**src/rtl/elm_pkg.sv**
```systemverilog
// Shared definitions for the ELM pixel streamer.
//  - elm_state_e : image-level FSM encoding (IDLE, FETCH, DRAIN, DONE)
//  - SKID_DEPTH  : number of output buffer entries; this also bounds the read credit
//  - credit_ok() : decides whether one more memory read may be issued this cycle
package elm_pkg;

  typedef enum logic [1:0] {
    ST_IDLE  = 2'd0,
    ST_FETCH = 2'd1,
    ST_DRAIN = 2'd2,
    ST_DONE  = 2'd3
  } elm_state_e;

  localparam int SKID_DEPTH = 2;

  // occupancy counts buffered entries plus the read in flight. A pop in the same
  // cycle frees a slot before the new read data can land, so it is subtracted.
  function automatic logic credit_ok(input logic [2:0] occupancy, input logic pop);
    return (occupancy - {2'b00, pop}) < 3'(SKID_DEPTH);
  endfunction

endpackage

```
**src/rtl/elm_skid_buf.sv**
```systemverilog
// Two-entry FIFO that holds {last, data} between the memory read port and the
// stream output. The head entry drives the outputs directly from registers.
// Ports:
//  clk, rst         clock, asynchronous active-high reset
//  push_i, din_i    write one entry
//  pop_i            remove the head entry (caller only pops when not empty)
//  dout_o, valid_o  head entry and its valid flag (both registered)
//  full_o, empty_o  occupancy flags
// A simultaneous push and pop are legal in every state, including when full.
module elm_skid_buf #(
  parameter int W = 2
) (
  input  logic         clk,
  input  logic         rst,
  input  logic         push_i,
  input  logic         pop_i,
  input  logic [W-1:0] din_i,
  output logic [W-1:0] dout_o,
  output logic         valid_o,
  output logic         full_o,
  output logic         empty_o
);

  logic [W-1:0] head_q;
  logic [W-1:0] tail_q;
  logic         valid_q;
  logic         full_q;

  // Entry storage and occupancy; the tail entry is only meaningful while full.
  always_ff @(posedge clk or posedge rst) begin
    if (rst) begin
      head_q  <= '0;
      tail_q  <= '0;
      valid_q <= 1'b0;
      full_q  <= 1'b0;
    end else begin
      case ({push_i, pop_i})
        2'b10: begin
          if (!valid_q) begin
            head_q  <= din_i;
            valid_q <= 1'b1;
          end else if (!full_q) begin
            tail_q <= din_i;
            full_q <= 1'b1;
          end
        end
        2'b01: begin
          if (full_q) begin
            head_q <= tail_q;
            full_q <= 1'b0;
          end else begin
            valid_q <= 1'b0;
          end
        end
        2'b11: begin
          // Full: tail moves up and the new entry takes its place.
          if (full_q) begin
            head_q <= tail_q;
            tail_q <= din_i;
          end else begin
            head_q <= din_i;
          end
        end
        default: begin
        end
      endcase
    end
  end

  assign dout_o  = head_q;
  assign valid_o = valid_q;
  assign full_o  = full_q;
  assign empty_o = ~valid_q;

endmodule

```
**src/rtl/elm_pixel_streamer.sv**
```systemverilog
// Fetches one image of NUM_PIX pixels from a synchronous memory (1-cycle read
// latency, same clock) and streams them in address order over valid/ready.
// Ports:
//  clk, rst            clock, asynchronous active-high reset
//  start               begin one image (only looked at in IDLE)
//  mem_addr, mem_data  memory read address / data returned one cycle later
//  m_valid, m_ready    output handshake; m_data is the pixel, m_last marks the final one
//  busy, done          busy while fetching/draining; done pulses once per image
//  checksum            (only with ELM_STREAM_CHECKSUM_EN defined) sum of the pixels
//                      transferred in the current image
// Configuration macro: ELM_STREAM_CHECKSUM_EN adds the checksum port and accumulator.
module elm_pixel_streamer
  import elm_pkg::*;
#(
  parameter int DATA_W    = 1,
  parameter int ADDR_W    = 8,
  parameter int NUM_PIX   = 256,
  parameter int BASE_ADDR = 0
) (
  input  logic              clk,
  input  logic              rst,
  input  logic              start,
  output logic [ADDR_W-1:0] mem_addr,
  input  logic [DATA_W-1:0] mem_data,
  output logic              m_valid,
  input  logic              m_ready,
  output logic [DATA_W-1:0] m_data,
  output logic              m_last,
  output logic              busy,
  output logic              done
`ifdef ELM_STREAM_CHECKSUM_EN
  ,
  output logic [DATA_W+ADDR_W:0] checksum
`endif
);

  localparam logic [ADDR_W-1:0] FIRST_ADDR = ADDR_W'(BASE_ADDR);
  localparam logic [ADDR_W-1:0] LAST_ADDR  = ADDR_W'(BASE_ADDR + NUM_PIX - 1);

  elm_state_e        state_q;
  logic [ADDR_W-1:0] mem_addr_q;
  logic [ADDR_W-1:0] mem_addr_d;
  logic              inflight_q;
  logic              inflight_last_q;
  logic              busy_q;
  logic              done_q;

  logic              pop;
  logic              issue;
  logic              issue_last;
  logic [2:0]        occupancy;
  logic              skid_valid;
  logic              skid_full;
  logic              skid_empty;
  logic [DATA_W:0]   skid_head;

  assign pop        = ~skid_empty & m_ready;
  assign occupancy  = {2'b00, skid_valid} + {2'b00, skid_full} + {2'b00, inflight_q};
  assign issue_last = issue & (mem_addr_q == LAST_ADDR);

  // Read issue. The first read goes out in the same cycle start is accepted,
  // because mem_addr already rests on the first pixel address in IDLE.
  always_comb begin
    issue = 1'b0;
    case (state_q)
      ST_IDLE:  issue = start;
      ST_FETCH: issue = credit_ok(occupancy, pop);
      default:  issue = 1'b0;
    endcase
  end

  // Next read address; it returns to the first pixel once the last read is out
  // so IDLE is always ready for the next image.
  always_comb begin
    mem_addr_d = mem_addr_q;
    if (issue_last) begin
      mem_addr_d = FIRST_ADDR;
    end else if (issue) begin
      mem_addr_d = mem_addr_q + ADDR_W'(1);
    end else begin
      mem_addr_d = mem_addr_q;
    end
  end

  // Image FSM with its registered status outputs, address counter and in-flight tracking.
  always_ff @(posedge clk or posedge rst) begin
    if (rst) begin
      state_q         <= ST_IDLE;
      mem_addr_q      <= FIRST_ADDR;
      inflight_q      <= 1'b0;
      inflight_last_q <= 1'b0;
      busy_q          <= 1'b0;
      done_q          <= 1'b0;
    end else begin
      mem_addr_q      <= mem_addr_d;
      inflight_q      <= issue;
      inflight_last_q <= issue_last;
      case (state_q)
        ST_IDLE: begin
          done_q <= 1'b0;
          if (start) begin
            state_q <= ST_FETCH;
            busy_q  <= 1'b1;
          end else begin
            busy_q <= 1'b0;
          end
        end
        ST_FETCH: begin
          done_q <= 1'b0;
          if (issue_last) begin
            state_q <= ST_DRAIN;
          end
        end
        ST_DRAIN: begin
          // The tagged last pixel leaving the buffer ends the image.
          if (pop && skid_head[DATA_W]) begin
            state_q <= ST_DONE;
            busy_q  <= 1'b0;
            done_q  <= 1'b1;
          end else begin
            done_q <= 1'b0;
          end
        end
        ST_DONE: begin
          state_q <= ST_IDLE;
          busy_q  <= 1'b0;
          done_q  <= 1'b0;
        end
        default: begin
          state_q <= ST_IDLE;
          busy_q  <= 1'b0;
          done_q  <= 1'b0;
        end
      endcase
    end
  end

  elm_skid_buf #(
    .W(DATA_W + 1)
  ) u_skid (
    .clk    (clk),
    .rst    (rst),
    .push_i (inflight_q),
    .pop_i  (pop),
    .din_i  ({inflight_last_q, mem_data}),
    .dout_o (skid_head),
    .valid_o(skid_valid),
    .full_o (skid_full),
    .empty_o(skid_empty)
  );

`ifdef ELM_STREAM_CHECKSUM_EN
  localparam int CS_W = DATA_W + ADDR_W + 1;
  logic [CS_W-1:0] checksum_q;

  // Per-image pixel sum: cleared on an accepted start, held after done.
  always_ff @(posedge clk or posedge rst) begin
    if (rst) begin
      checksum_q <= '0;
    end else if ((state_q == ST_IDLE) && start) begin
      checksum_q <= '0;
    end else if (pop) begin
      checksum_q <= checksum_q + CS_W'(skid_head[DATA_W-1:0]);
    end else begin
      checksum_q <= checksum_q;
    end
  end

  assign checksum = checksum_q;
`endif

  assign mem_addr = mem_addr_q;
  assign m_valid  = skid_valid;
  assign m_data   = skid_head[DATA_W-1:0];
  assign m_last   = skid_head[DATA_W];
  assign busy     = busy_q;
  assign done     = done_q;

endmodule

```
**config.mk**
```make
export PLATFORM = sky130hd
export DESIGN_NAME = elm_pixel_streamer
export DESIGN_NICKNAME = d
export VERILOG_FILES = /design/src/rtl/elm_pkg.sv /design/src/rtl/elm_skid_buf.sv /design/src/rtl/elm_pixel_streamer.sv
export SDC_FILE = /design/constraint.sdc
export NUM_CORES = 1
export LEC_CHECK = 0
export BUFFER_PORTS_ARGS = -buffer_cell sky130_fd_sc_hd__buf_4
export CAP_MARGIN = 20
export CORE_ASPECT_RATIO = 1.5
export CORE_MARGIN = 2
export CORE_UTILIZATION = 54
export DETAILED_ROUTE_END_ITERATION = 10
export MAX_ROUTING_LAYER = met4
export PLACE_DENSITY_LB_ADDON = 0.08
export SYNTH_ARGS = -nofsm -noshare
export SYNTH_HDL_FRONTEND = slang
export SYNTH_SLANG_ARGS = --single-unit
```
**constraint.sdc**
```tcl
create_clock -name clk -period 3 [get_ports clk]
set_clock_uncertainty 0.05 [all_clocks]
set_input_delay 0 -clock clk [delete_from_list [all_inputs] [get_ports clk]]
set_output_delay 0 -clock clk [all_outputs]
set_load 0.1 [all_outputs]
```
Word-level counts from Yosys, hierarchy flattened --
Index checks and enable logic that the tools add are counted.
Cells by class: reduce and logical (&&, ||, !) cells 14, $lt $le $gt $ge 1, $add $sub $neg 4, bitwise logic cells 2, multiplexer cells 23, eq/ne operators 15
Operators by type and width (count):
- two-way mux 2 bit | 8
- two-way mux 8 bit | 2
- != test 2 bit (second input constant) | 5
- AND reduction 3 bit | 3
- adder 8 x 1 -> 8 bit (second input constant) | 1
- == test 2 bit (second input constant) | 4
- == test 8 bit (second input constant) | 1
- one-hot mux 1 bit (2 select lines) | 4
- one-hot mux 2 bit (4 select lines) | 1
- != test 2 x 1 -> 1 bit (second input constant) | 3
- one-hot mux 2 bit (3 select lines) | 1
- AND reduction 2 bit | 3
- nonzero test 2 bit | 3
- nonzero test 3 bit | 2
- two-way mux 1 bit | 5
- == test 2 x 1 -> 1 bit (second input constant) | 2
- one-hot mux 2 bit (2 select lines) | 1
- adder 2 x 1 -> 3 bit | 1
- < comparator 3 x 2 -> 1 bit (second input constant) | 1
- one-hot mux 1 bit (3 select lines) | 1
- OR reduction 3 bit | 1
- subtractor 3 x 1 -> 3 bit | 1
- adder 1 x 1 -> 2 bit | 1
- AND 1 bit | 2
- 2 further kinds | 2
Storage, ports and cells: output and inout port bits 13, flip-flop bits (word level) 20

Depth between registers and ports, before layout --
Gate-level depths: netlist (run 1).
word-level depth 8, mapped depth 9

Modules after synthesis --
From an unflattened synthesis (run 1), not the netlist that was laid out.
Unflattened totals: cells, all modules 118, area, all modules 1201.2 sq um
By module, submodules not included:
- elm_pixel_streamer | times used 1, sequential area each 350.3 sq um, cells an instance 78, area an instance 825.8 sq um
- elm_skid_buf | times used 1, sequential area each 150.1 sq um, cells an instance 40, area an instance 375.4 sq um

Worst setup path before layout (run 1) --
Ideal clock, no wire load.
path kind register to register, from register u_skid.valid_q, in the netlist u_skid.valid_o, to register mem_addr_q[1], in the netlist mem_addr[1], required time 2.824 ns, setup slack -0.131 ns, data arrival time 2.956 ns, stages on the path, launching flop included 10, clock period less this slack 3.131 ns, path through dfrtp_1 > and2_1 > ha_1 > inv_1 > ha_1 > a21oi_2 > mux2_4 > or2_4 > inv_1 > mux2_2
Between the ends: cells in the longest elaborated chain, start to end 7
Ends and longest elaborated chain:
- start: declaration | line elm_skid_buf.sv:26 | logic valid_q;
- start signal: assignment | line elm_skid_buf.sv:34 | valid_q <= 1'b0;
- start signal: assignment | line elm_skid_buf.sv:41 | valid_q <= 1'b1;
- start signal: assignment | line elm_skid_buf.sv:52 | valid_q <= 1'b0;
- adder 1 x 1 -> 2 bit | line elm_pixel_streamer.sv:58 | assign occupancy = {2'b00, skid_valid} + {2'b00, skid_full} + {2'b00, inflight_q};
- adder 2 x 1 -> 3 bit | line elm_pixel_streamer.sv:58
- subtractor 3 x 1 -> 3 bit (*) | line elm_pkg.sv:19 | return (occupancy - {2'b00, pop}) < 3'(SKID_DEPTH);
- < comparator 3 x 2 -> 1 bit (*) | line elm_pkg.sv:19
- one-hot mux 1 bit (2 select lines) (*) | line elm_pixel_streamer.sv:65 | case (state_q)
- via issue | line elm_pixel_streamer.sv:49 | logic issue;
- AND 1 bit | line elm_pixel_streamer.sv:59 | assign issue_last = issue & (mem_addr_q == LAST_ADDR);
- two-way mux 8 bit / nonzero test 2 bit (equally long branches)
- end signal: assignment | line elm_pixel_streamer.sv:95 | mem_addr_q <= mem_addr_d;
- end: declaration | line elm_pixel_streamer.sv:41 | logic [ADDR_W-1:0] mem_addr_q;
The timed path passes the listed nets; every way through them passes the cells marked *. A chain may end at the register's enable or synchronous reset.

Final worst setup path (run 1) --
Same ends and word-level chain as after synthesis.

==> results of run 1 <==
-- cells by family after synthesis --
kind of cell	after synthesis	share of synthesized area
compound gates	27	0.164
simple gates	26	0.136
flops	20	0.466
mux	8	0.0838
fa+ha+maj	8	0.0931
buf+inv	7	0.0245
xor+xnor	4	0.0326
-- metrics by stage --
step / util / std cells / hold WS, ns / setup slack (ns) / area (um2)
floorplan: - / 100 / -0.0862 / 0.181 / 1080
global placement: 0.663 / 138 / 0.123 / 0.413 / 1230
detailed placement: 0.663 / 138 / 0.127 / 0.341 / 1230
CTS: 0.699 / 146 / 0.352 / 0.326 / 1300
global route: 0.699 / 146 / 0.407 / 0.239 / 1300
finish: 0.699 / 146 / 0.331 / 0.323 / 1300
-- cell usage after synthesis, drive strengths merged --
library cell / count / area, um2
nor4b: 2 / 17.5
nand2: 3 / 11.3
nand4: 1 / 6.26
nand3b: 1 / 7.51
o31ai: 2 / 15.0
mux2i: 3 / 30.0
inv: 7 / 26.3
and2: 1 / 6.26
xnor2: 2 / 17.5
a21o: 2 / 17.5
o211ai: 1 / 7.51
and3: 2 / 13.8
nor2: 5 / 18.8
a21oi: 9 / 48.8
a22oi: 1 / 7.51
a31o: 1 / 8.76
o41ai: 2 / 17.5
a21boi: 2 / 15.0
o21a: 1 / 7.51
mux2: 5 / 60.1
dfrtp: 20 / 500
nand3: 4 / 20.0
o21ai: 5 / 25.0
nor2b: 3 / 18.8
xor2: 2 / 17.5
or2: 2 / 15.0
a31oi: 1 / 6.26
ha: 8 / 100
nor4: 1 / 6.26
nor3: 1 / 5.00
-- worst max path at each step --
stage / cells past startpoint / slack, ns / from / to
5_1_grt: 9 / 0.24 / u_skid.valid_o / mem_addr[1]
2_1_floorplan: 9 / 0.18 / u_skid.valid_o / mem_addr[1]
6_report: 9 / 0.32 / u_skid.valid_o / mem_addr[1]
3_3_place_gp: 9 / 0.41 / u_skid.valid_o / mem_addr[1]
3_5_place_dp: 9 / 0.34 / u_skid.valid_o / mem_addr[1]
4_1_cts: 9 / 0.33 / u_skid.valid_o / mem_addr[1]
-- state kept, by name (all words and copies together), names as in the netlist --
name,flops
inflight_last_q,1
done,1
u_skid.dout_o,2
u_skid.valid_o,1
inflight_q,1
u_skid.full_o,1
mem_addr,8
state_q,2
busy,1
u_skid.tail_q,2
-- timing repair --
| action | in CTS | in global routing |
|---|---|---|
| hold buffers | 4 | 0 |
| endpoints found under the hold margin | 24 | 0 |
| resized for setup | 0 | 0 |
-- routing by layer --
| metal | global-route usage | up-vias |
|---|---|---|
| met1 | 0.247 | 421 |
| met2 | 0.361 | 18 |
| li1 | - | 414 |
| met3 | 0.0340 | 5 |
| met5 | - | - |
| met4 | 0.100 | 0 |
-- area by class of cell --
cell class,count,share of cell area
multi-input cells,73,0.423
flip-flops and latches,20,0.387
repair buffers,21,0.129
clock buffers,4,0.0203
well taps,21,0.0203
inverters,7,0.0203
-- critical path: stages (launching register included) --
cell	delay [ns]
dfrtp_2	0.47
and2_1	0.18
ha_1	0.27
inv_1	0.04
ha_1	0.27
a21oi_2	0.20
mux2_4	0.36
or2_4	0.28
inv_1	0.10
mux2_2	0.33
-- cells in the final DEF (no fill, tap or decap), drive strengths merged, types with 3 or more instances in the layout --
cell type    synthesis  layout
nand3                4       4
dfrtp               20      20
clkbuf               0       4
buf                  0      17
inv                  7       7
mux2i                3       3
nor2                 5       5
o21ai                5       5
mux2                 5       5
nand2                3       3
dlygate4sd3          0       4
nor2b                3       3
a21oi                9       9
ha                   8       8
==> impl_summary.txt, run 1 <==
----------------------------------------------------
[Placed design]
  Count of buffers from port buffering ... 17
  Placer congestion estimate ... just over 0.8
  Post-DP HPWL ... approximately 1600 um

[Logic synthesis]
  Synth Cell Area ... about 1100 um2
  Average cell area after synthesis ... between 10 and 15 um2
  Total of warnings raised by yosys ... 0
  Cell variety after synth ... 34
  Post-Syn Instances ... 100
  Nets in the synthesized netlist ... roughly 110
  Register area share after synthesis ... 0.466
  Number of synthesized register bits ... 20

[Setup path]
  Max Fanout on Critical Path ... 8
  Endpoint of the worst register-to-register path ... mem_addr[1]
  Setup CP Type ... reg -> reg
  Critical path required time ... 3.16 ns
  CP startpoint kind ... register
  Worst endpoint data arrival time ... approximately 2.8 ns
  Kind of end point of the critical path ... register
  Minimum setup slack among reg-to-reg paths ... roughly 0.32 ns
  Launch instance of the worst register-to-register path ... u_skid.valid_o
  Worst reg2reg path depth ... 9

[STA]
  Max-slew violations ... 0
  Number of endpoints with negative hold slack in the final report ... 0
  Final period utilization ... 0.892
  F_max ... about 370 MHz
  Setup_tns ... 0 ns
  Final setup violation count ... 0
  Unrepaired setup endpoints after global routing ... false
  Final Critical Period ... 2.68 ns
  Max-Slew Margin vs Limit ... 0.499
  Slew at the pin closest to its max-slew limit ... 0.751 ns

[Die]
  Area of the die ... 2370 um2
  Area of the placeable core ... roughly 1900 um2
  IO Count ... 18
  Initial Util ... 0.580
  Num rows ... 19
  Die outline width ... 40.4 um
  DIE HEIGHT ... about 60 um

[Drt]
  Via count ... 858
  Highest routing layer actually used ... met4
  Ratio of routed vias to standard cells ... between 5 and 6
  Wire length on met3 ... ~77 um
  Routed length per placed instance ... roughly 15 um
  Detailed route wirelength on metal2 ... roughly 1200 um
  Drc violations ... 0
  Metal1 wirelength ... around 860 um
  Initial DRC Count ... 11
  First-pass detailed-route iteration total ... 4
  Wire length reported by the detailed router ... about 2100 um
  Post-route antenna net violation count ... 0

[Clock network]
  Setup Fix Bufs, Post-CTS ... 0
  Clock latency at the later pin of the worst-skew pair ... 0.30 ns
  Clock tree buffer depth ... 2
  Clock sink total ... 20
  Htree depth ... 1
  TritonCTS clock tree ... done
  CTS clk-pin slew, worst paths ... about 0.11 ns
  Root buffer cell ... clkbuf_4
  Total clock buffers created by CTS ... 3

[Global route]
  Number of global-route vias before repair ... approximately 790
  Antenna violations before repair ... 0
  First-pass GRT wire length ... ~3400 um
  Total global routing overflow ... 0
  Total GRT Usage ... 0.219
  Largest net degree at the start of global routing ... 21

[Finish]
  Share of cells above drive strength 1 ... 0.264
  Total area of multi-input combinational cells ... around 550 um2
  Final nets ... 139
  Register cell area after layout ... around 500 um2
  Fill cell total of the finished layout ... around 160
  Antenna cell count ... 0
  Signed area change from the synthesized netlist to the final layout ... 20.6%

[Worst hold path]
  Worst Hold Class ... in -> async

[Outcome]
  Result of the run ... finished clean

[Run]
  Max-cap viol count ... 0

----------------------------------------------------
Power of run 1 is left out: the tool's default activity adds up to more than one toggle a clock period on the data nets, which glitch-free logic cannot reach.
==> run 2: changes to the inputs <==
--- a/config.mk
+++ b/config.mk
@@ -7,12 +7,13 @@
 export LEC_CHECK = 0
 export BUFFER_PORTS_ARGS = -buffer_cell sky130_fd_sc_hd__buf_4
 export CAP_MARGIN = 20
-export CORE_ASPECT_RATIO = 1.5
 export CORE_MARGIN = 2
-export CORE_UTILIZATION = 54
+export CORE_UTILIZATION = 58
 export DETAILED_ROUTE_END_ITERATION = 10
 export MAX_ROUTING_LAYER = met4
 export PLACE_DENSITY_LB_ADDON = 0.08
+export SLEW_MARGIN = 20
 export SYNTH_ARGS = -nofsm -noshare
 export SYNTH_HDL_FRONTEND = slang
 export SYNTH_SLANG_ARGS = --single-unit
+export TNS_END_PERCENT = 5
==> constraint.sdc (replaced) <==
create_clock -name clk -period 3.4 [get_ports clk]
set_clock_uncertainty 0.05 [all_clocks]
set_input_delay 0 -clock clk [delete_from_list [all_inputs] [get_ports clk]]
set_output_delay 0 -clock clk [all_outputs]
set_load 0.1 [all_outputs]
==> run 2 against run 1 <==
Compared with the run above:
- setup slack improved by 0.40 ns
- sequential share of layout area down 0.50 points
- flip-flop and latch count unchanged
- count of clock-buffer cells in the layout is the same
- die area down 6.6%
- worst hold slack got worse by 0.011 ns
- non-clock buffer count stayed put
- fmax hardly changed
- first-iteration DRC count shrank 36%
==> impl_summary.txt, run 2 (synthesis results as in run 1) <==
----------------------------------------------------
[Outcome]
  Result of the run ... finished clean

[STA]
  Slew at the pin closest to its max-slew limit ... ~0.76 ns
  Max-Slew Margin vs Limit ... 0.493
  Max-slew violations ... 0
  Unrepaired setup endpoints after global routing ... false
  Setup_tns ... 0 ns
  Number of endpoints with negative hold slack in the final report ... 0
  F_max ... 374 MHz
  Final setup violation count ... 0
  Final period utilization ... 0.787
  Final Critical Period ... ~2.7 ns

[Finish]
  Fill cell total of the finished layout ... 122
  Share of cells above drive strength 1 ... 0.264
  Final nets ... 139
  Max reg flops ... 8
  Antenna cell count ... 0
  Signed area change from the synthesized netlist to the final layout ... 21.9%
  Commonest cells after routing, fill and taps aside ... dfrtp_1, buf_4, a21oi_1, ha_1, inv_1
  Most common cell after layout, fill and taps aside ... dfrtp_1

[Clock network]
  Root buffer cell ... clkbuf_4
  TritonCTS clock tree ... done
  Clock sink total ... 20
  CTS clk-pin slew, worst paths ... ~0.12 ns
  Htree depth ... 1
  Post_cts resized ... 0
  Clock latency at the later pin of the worst-skew pair ... around 0.31 ns
  Total clock buffers created by CTS ... 3
  Clock tree buffer depth ... 2

[Setup path]
  Kind of end point of the critical path ... register
  Critical path required time ... roughly 3.6 ns
  Worst reg2reg path depth ... 9
  Setup CP Type ... reg -> reg
  Endpoint of the worst register-to-register path ... mem_addr[1]
  CP startpoint kind ... register
  Slowest library cell on the worst path ... dfrtp_1
  Max Fanout on Critical Path ... 8
  Launch instance of the worst register-to-register path ... u_skid.valid_o
  Largest stage delay on the critical path ... around 0.46 ns
  Worst endpoint data arrival time ... 2.84 ns
  Minimum setup slack among reg-to-reg paths ... between 0.7 and 0.8 ns
  End of the critical path ... mem_addr[1]
  Cells along the critical path ... and2_1 > ha_1 > inv_1 > ha_1 > a21oi_2 > mux2_4 > or2_4 > inv_1 > mux2_2
  Critical path launch point ... u_skid.valid_o

[Drt]
  Ratio of routed vias to standard cells ... approximately 5.8
  Wire length reported by the detailed router ... about 2100 um
  Drc violations ... 0
  Post-route antenna net violation count ... 0
  Routed length per placed instance ... about 14 um
  Via count ... ~870
  Initial DRC Count ... 7
  First-pass detailed-route iteration total ... 4

[Die]
  IO Count ... 18
  Initial Util ... 0.622
  Die outline width ... between 40 and 50 um
  Num rows ... 15
  Area of the die ... between 2000 and 2500 um2
  Area of the placeable core ... roughly 1700 um2
  DIE HEIGHT ... 47.0 um

[Worst hold path]
  Worst Hold Class ... in -> async

[Global route]
  First-pass GRT wire length ... around 3500 um
  Antenna violations before repair ... 0
  Total global routing overflow ... 0
  Largest net degree at the start of global routing ... 21
  Number of global-route vias before repair ... 815
  Total GRT Usage ... 0.236

[Placed design]
  Placer congestion estimate ... approximately 0.84
  Count of buffers from port buffering ... 17
  Post-DP HPWL ... around 1600 um

[Run]
  Max-cap viol count ... 0

----------------------------------------------------
-- run 2: worst min-delay path by stage --
stage                                  end  cells after the start  startpoint
after floorplan                       busy                      1         rst
after global placement     inflight_last_q                      2         rst
after detailed placement       mem_addr[6]                      2         rst
after CTS                      mem_addr[1]                      3         rst
after global routing           mem_addr[5]                      3         rst
final                     u_skid.tail_q[1]                      3         rst
-- run 2: layer usage --
metal / vias up / global-route usage / part of all wire
met5: - / - / 0
met4: 0 / 0.106 / 0.017
met3: 5 / 0.0500 / 0.040
met2: 21 / 0.397 / 0.51
met1: 424 / 0.267 / 0.43
li1: 415 / - / -
-- run 2: critical path: cells and delay by family (launching register included) --
kind	cells	cell delay, ns
fa+ha+maj	2	0.56
compound gates	1	0.19
buf+inv	2	0.14
flops	1	0.46
simple gates	2	0.50
mux	2	0.69
-- run 2: metrics by stage --
step | util | worst slack (ns) | hold WS, ns | instances | instance area, um2
floorplan | - | 0.269 | -0.0862 | 100 | 1070
global placement | 0.714 | 0.809 | 0.119 | 142 | 1230
detailed placement | 0.714 | 0.720 | 0.130 | 142 | 1230
CTS | 0.759 | 0.698 | 0.352 | 150 | 1310
global route | 0.759 | 0.590 | 0.378 | 150 | 1310
finish | 0.759 | 0.723 | 0.321 | 150 | 1310
-- run 2: repair_timing --
item	CTS	global route
setup buffers	0	0
hold endpoints to repair	24	0
hold buffers	4	0
-- run 2: final cells by class --
cell class / instances / area, um2 / share of cell area
clock buffer: 4 / 36.3 / 0.0277
inverter: 7 / 26.3 / 0.0201
multi-input combinational: 73 / 548 / 0.418
sequential: 20 / 500 / 0.382
tap: 25 / 31.3 / 0.0239
timing repair buffer: 21 / 168 / 0.128
Power of run 2 is left out for the same reason.
==> run 3: changes to the inputs <==
--- a/config.mk
+++ b/config.mk
@@ -7,8 +7,9 @@
 export LEC_CHECK = 0
 export BUFFER_PORTS_ARGS = -buffer_cell sky130_fd_sc_hd__buf_4
 export CAP_MARGIN = 20
+export CORE_ASPECT_RATIO = 1.5
 export CORE_MARGIN = 2
-export CORE_UTILIZATION = 58
+export CORE_UTILIZATION = 49
 export DETAILED_ROUTE_END_ITERATION = 10
 export MAX_ROUTING_LAYER = met4
 export PLACE_DENSITY_LB_ADDON = 0.08
==> constraint.sdc (replaced) <==
create_clock -name clk -period 2.4 [get_ports clk]
set_clock_uncertainty 0.05 [all_clocks]
set_input_delay 0 -clock clk [delete_from_list [all_inputs] [get_ports clk]]
set_output_delay 0 -clock clk [all_outputs]
set_load 0.1 [all_outputs]
==> run 3 against run 2 <==
Compared with the run above:
- the flow now finishes with violations (setup timing)
- worst hold slack worse by 0.28 ns
- critical path depth unchanged
- sequential share of layout area fell by 3.1 points
- cell count increased by 4.0%
- utilization decreased by 5.9 points
- global-route usage fell by 4.2 points
- setup slack worse by 0.73 ns
==> impl_summary.txt, run 3 (synthesis results as in run 1) <==
----------------------------------------------------
[Clock network]
  Clock sink total ... 20
  TritonCTS clock tree ... done
  Total clock buffers created by CTS ... 3
  CTS clk-pin slew, worst paths ... between 0.1 and 0.15 ns
  Clock latency at the later pin of the worst-skew pair ... about 0.29 ns
  Root buffer cell ... clkbuf_4
  Htree depth ... 1
  Clock tree buffer depth ... 2

[Setup path]
  Critical path required time ... between 2 and 3 ns
  Worst endpoint data arrival time ... between 2 and 3 ns
  Minimum setup slack among reg-to-reg paths ... -0.007 ns
  Kind of end point of the critical path ... register
  Endpoint of the worst register-to-register path ... mem_addr[1]
  Launch instance of the worst register-to-register path ... u_skid.valid_o
  Worst reg2reg path depth ... 9
  Max Fanout on Critical Path ... 6
  Setup CP Type ... reg -> reg
  CP startpoint kind ... register

[Placed design]
  Placer congestion estimate ... roughly 0.77
  Count of buffers from port buffering ... 17
  Post-DP HPWL ... ~1600 um
  Placed Instance Area ... 1320 um2

[Drt]
  Initial DRC Count ... 14
  Ratio of routed vias to standard cells ... approximately 5.8
  Post-route antenna net violation count ... 0
  Via count ... about 900
  First-pass detailed-route iteration total ... 4
  Drc violations ... 0
  Routed length per placed instance ... 14.1 um
  Wire length reported by the detailed router ... ~2200 um

[Worst hold path]
  Worst Hold Depth ... 4
  Worst Hold Class ... in -> reg
  Critical hold path startpoint ... m_ready
  End point of the most critical hold path ... u_skid.full_o

[Global route]
  First-pass GRT wire length ... about 3700 um
  Largest net degree at the start of global routing ... 21
  Total GRT Usage ... 0.193
  Antenna violations before repair ... 0
  Total global routing overflow ... 0
  Number of global-route vias before repair ... around 870

[STA]
  Final setup violation count ... 1
  Max-slew violations ... 0
  F_max ... between 400 and 500 MHz
  Final Critical Period ... 2.41 ns
  Slew at the pin closest to its max-slew limit ... roughly 0.74 ns
  Post-layout worst setup margin ... -0.00683 ns
  Unrepaired setup endpoints after global routing ... true
  Number of endpoints with negative hold slack in the final report ... 0
  Final period utilization ... 1.00
  Max-Slew Margin vs Limit ... 0.503

[Finish]
  Antenna cell count ... 0
  Max reg flops ... 8
  Most common cell after layout, fill and taps aside ... buf_4
  Total area of multi-input combinational cells ... 617 um2
  Register cell area after layout ... around 500 um2
  Signed area change from the synthesized netlist to the final layout ... 33.6%
  Commonest cells after routing, fill and taps aside ... buf_4, dfrtp_1, a21oi_1
  Final nets ... 148
  Fill cell total of the finished layout ... 158
  Design area ... approximately 1400 um2
  Share of cells above drive strength 1 ... 0.373

[Die]
  DIE HEIGHT ... between 60 and 70 um
  Initial Util ... 0.524
  Area of the die ... roughly 2600 um2
  Area of the placeable core ... approximately 2100 um2
  Num rows ... 20
  IO Count ... 18
  Die outline width ... ~42 um

[Run]
  Max-cap viol count ... 0

[Outcome]
  Result of the run ... finished with violations
  Violated checks ... setup timing

----------------------------------------------------
run 3: cell count changes in the layout (fill, tap and decap cells not counted), moves of 2 or more:
cell,before,now
buf_4,17,26
ha_1,8,6
ha_4,0,2
inv_1,7,5
inv_2,0,2
o41ai_1,2,0
o41ai_2,0,2
run 3: what timing repair did:
item | CTS | global route
setup endpoints to repair | 2 | 6
hold buffers | 4 | 0
buffers inserted | 3 | 0
pin swaps | 4 | 3
cloned | 0 | 0
gates resized for setup | 2 | 2
hold endpoints to repair | 24 | 0
run 3: layer usage:
layer,GRT usage,wire length [um],vias to the layer above
met1,0.209,903,425
li1,-,-,430
met5,-,0,-
met3,0.0205,86,9
met2,0.352,1130,37
met4,0.0982,85,0
run 3: per-stage QoR:
step | hold WS (ns) | cells | setup slack (ns) | TNS [ns] | utilization
after floorplan | -0.0861 | 100 | -0.231 | -0.765 | -
after global placement | 0.131 | 145 | 0.00815 | 0 | 0.642
after CTS | 0.0392 | 156 | -0.0421 | -0.0607 | 0.692
final | 0.0439 | 156 | -0.00683 | -0.00683 | 0.700
after global routing | 0.0907 | 156 | -0.0655 | -0.107 | 0.700
after detailed placement | 0.139 | 145 | -0.0329 | -0.0459 | 0.642
run 3: how the worst max path moves through the flow:
stage                    from          end  slack [ns]  cells past startpoint
3_5_place_dp   u_skid.valid_o  mem_addr[1]       -0.03                      9
2_1_floorplan  u_skid.valid_o  mem_addr[1]       -0.23                      9
4_1_cts        u_skid.valid_o  mem_addr[1]       -0.04                      9
6_report       u_skid.valid_o  mem_addr[1]      -0.007                      9
3_3_place_gp   u_skid.valid_o  mem_addr[1]       0.008                      9
5_1_grt        u_skid.valid_o  mem_addr[1]       -0.07                      9
run 3: area by class of cell:
type                       count  area share
clock buffer                   4      0.0183
inverter                       7      0.0183
multi-input combinational     73       0.429
sequential                    20       0.351
tap                           22      0.0192
timing repair buffer          30       0.164
run 3: worst max-delay path: stages, from the launching register on:
cell     delay (ns)
dfrtp_4        0.49
and2_4         0.15
ha_4           0.25
inv_2          0.03
ha_4           0.21
a21oi_4        0.13
mux2_4         0.35
or2_4          0.27
inv_2          0.07
mux2_4         0.29
Power of run 3 is left out for the same reason.
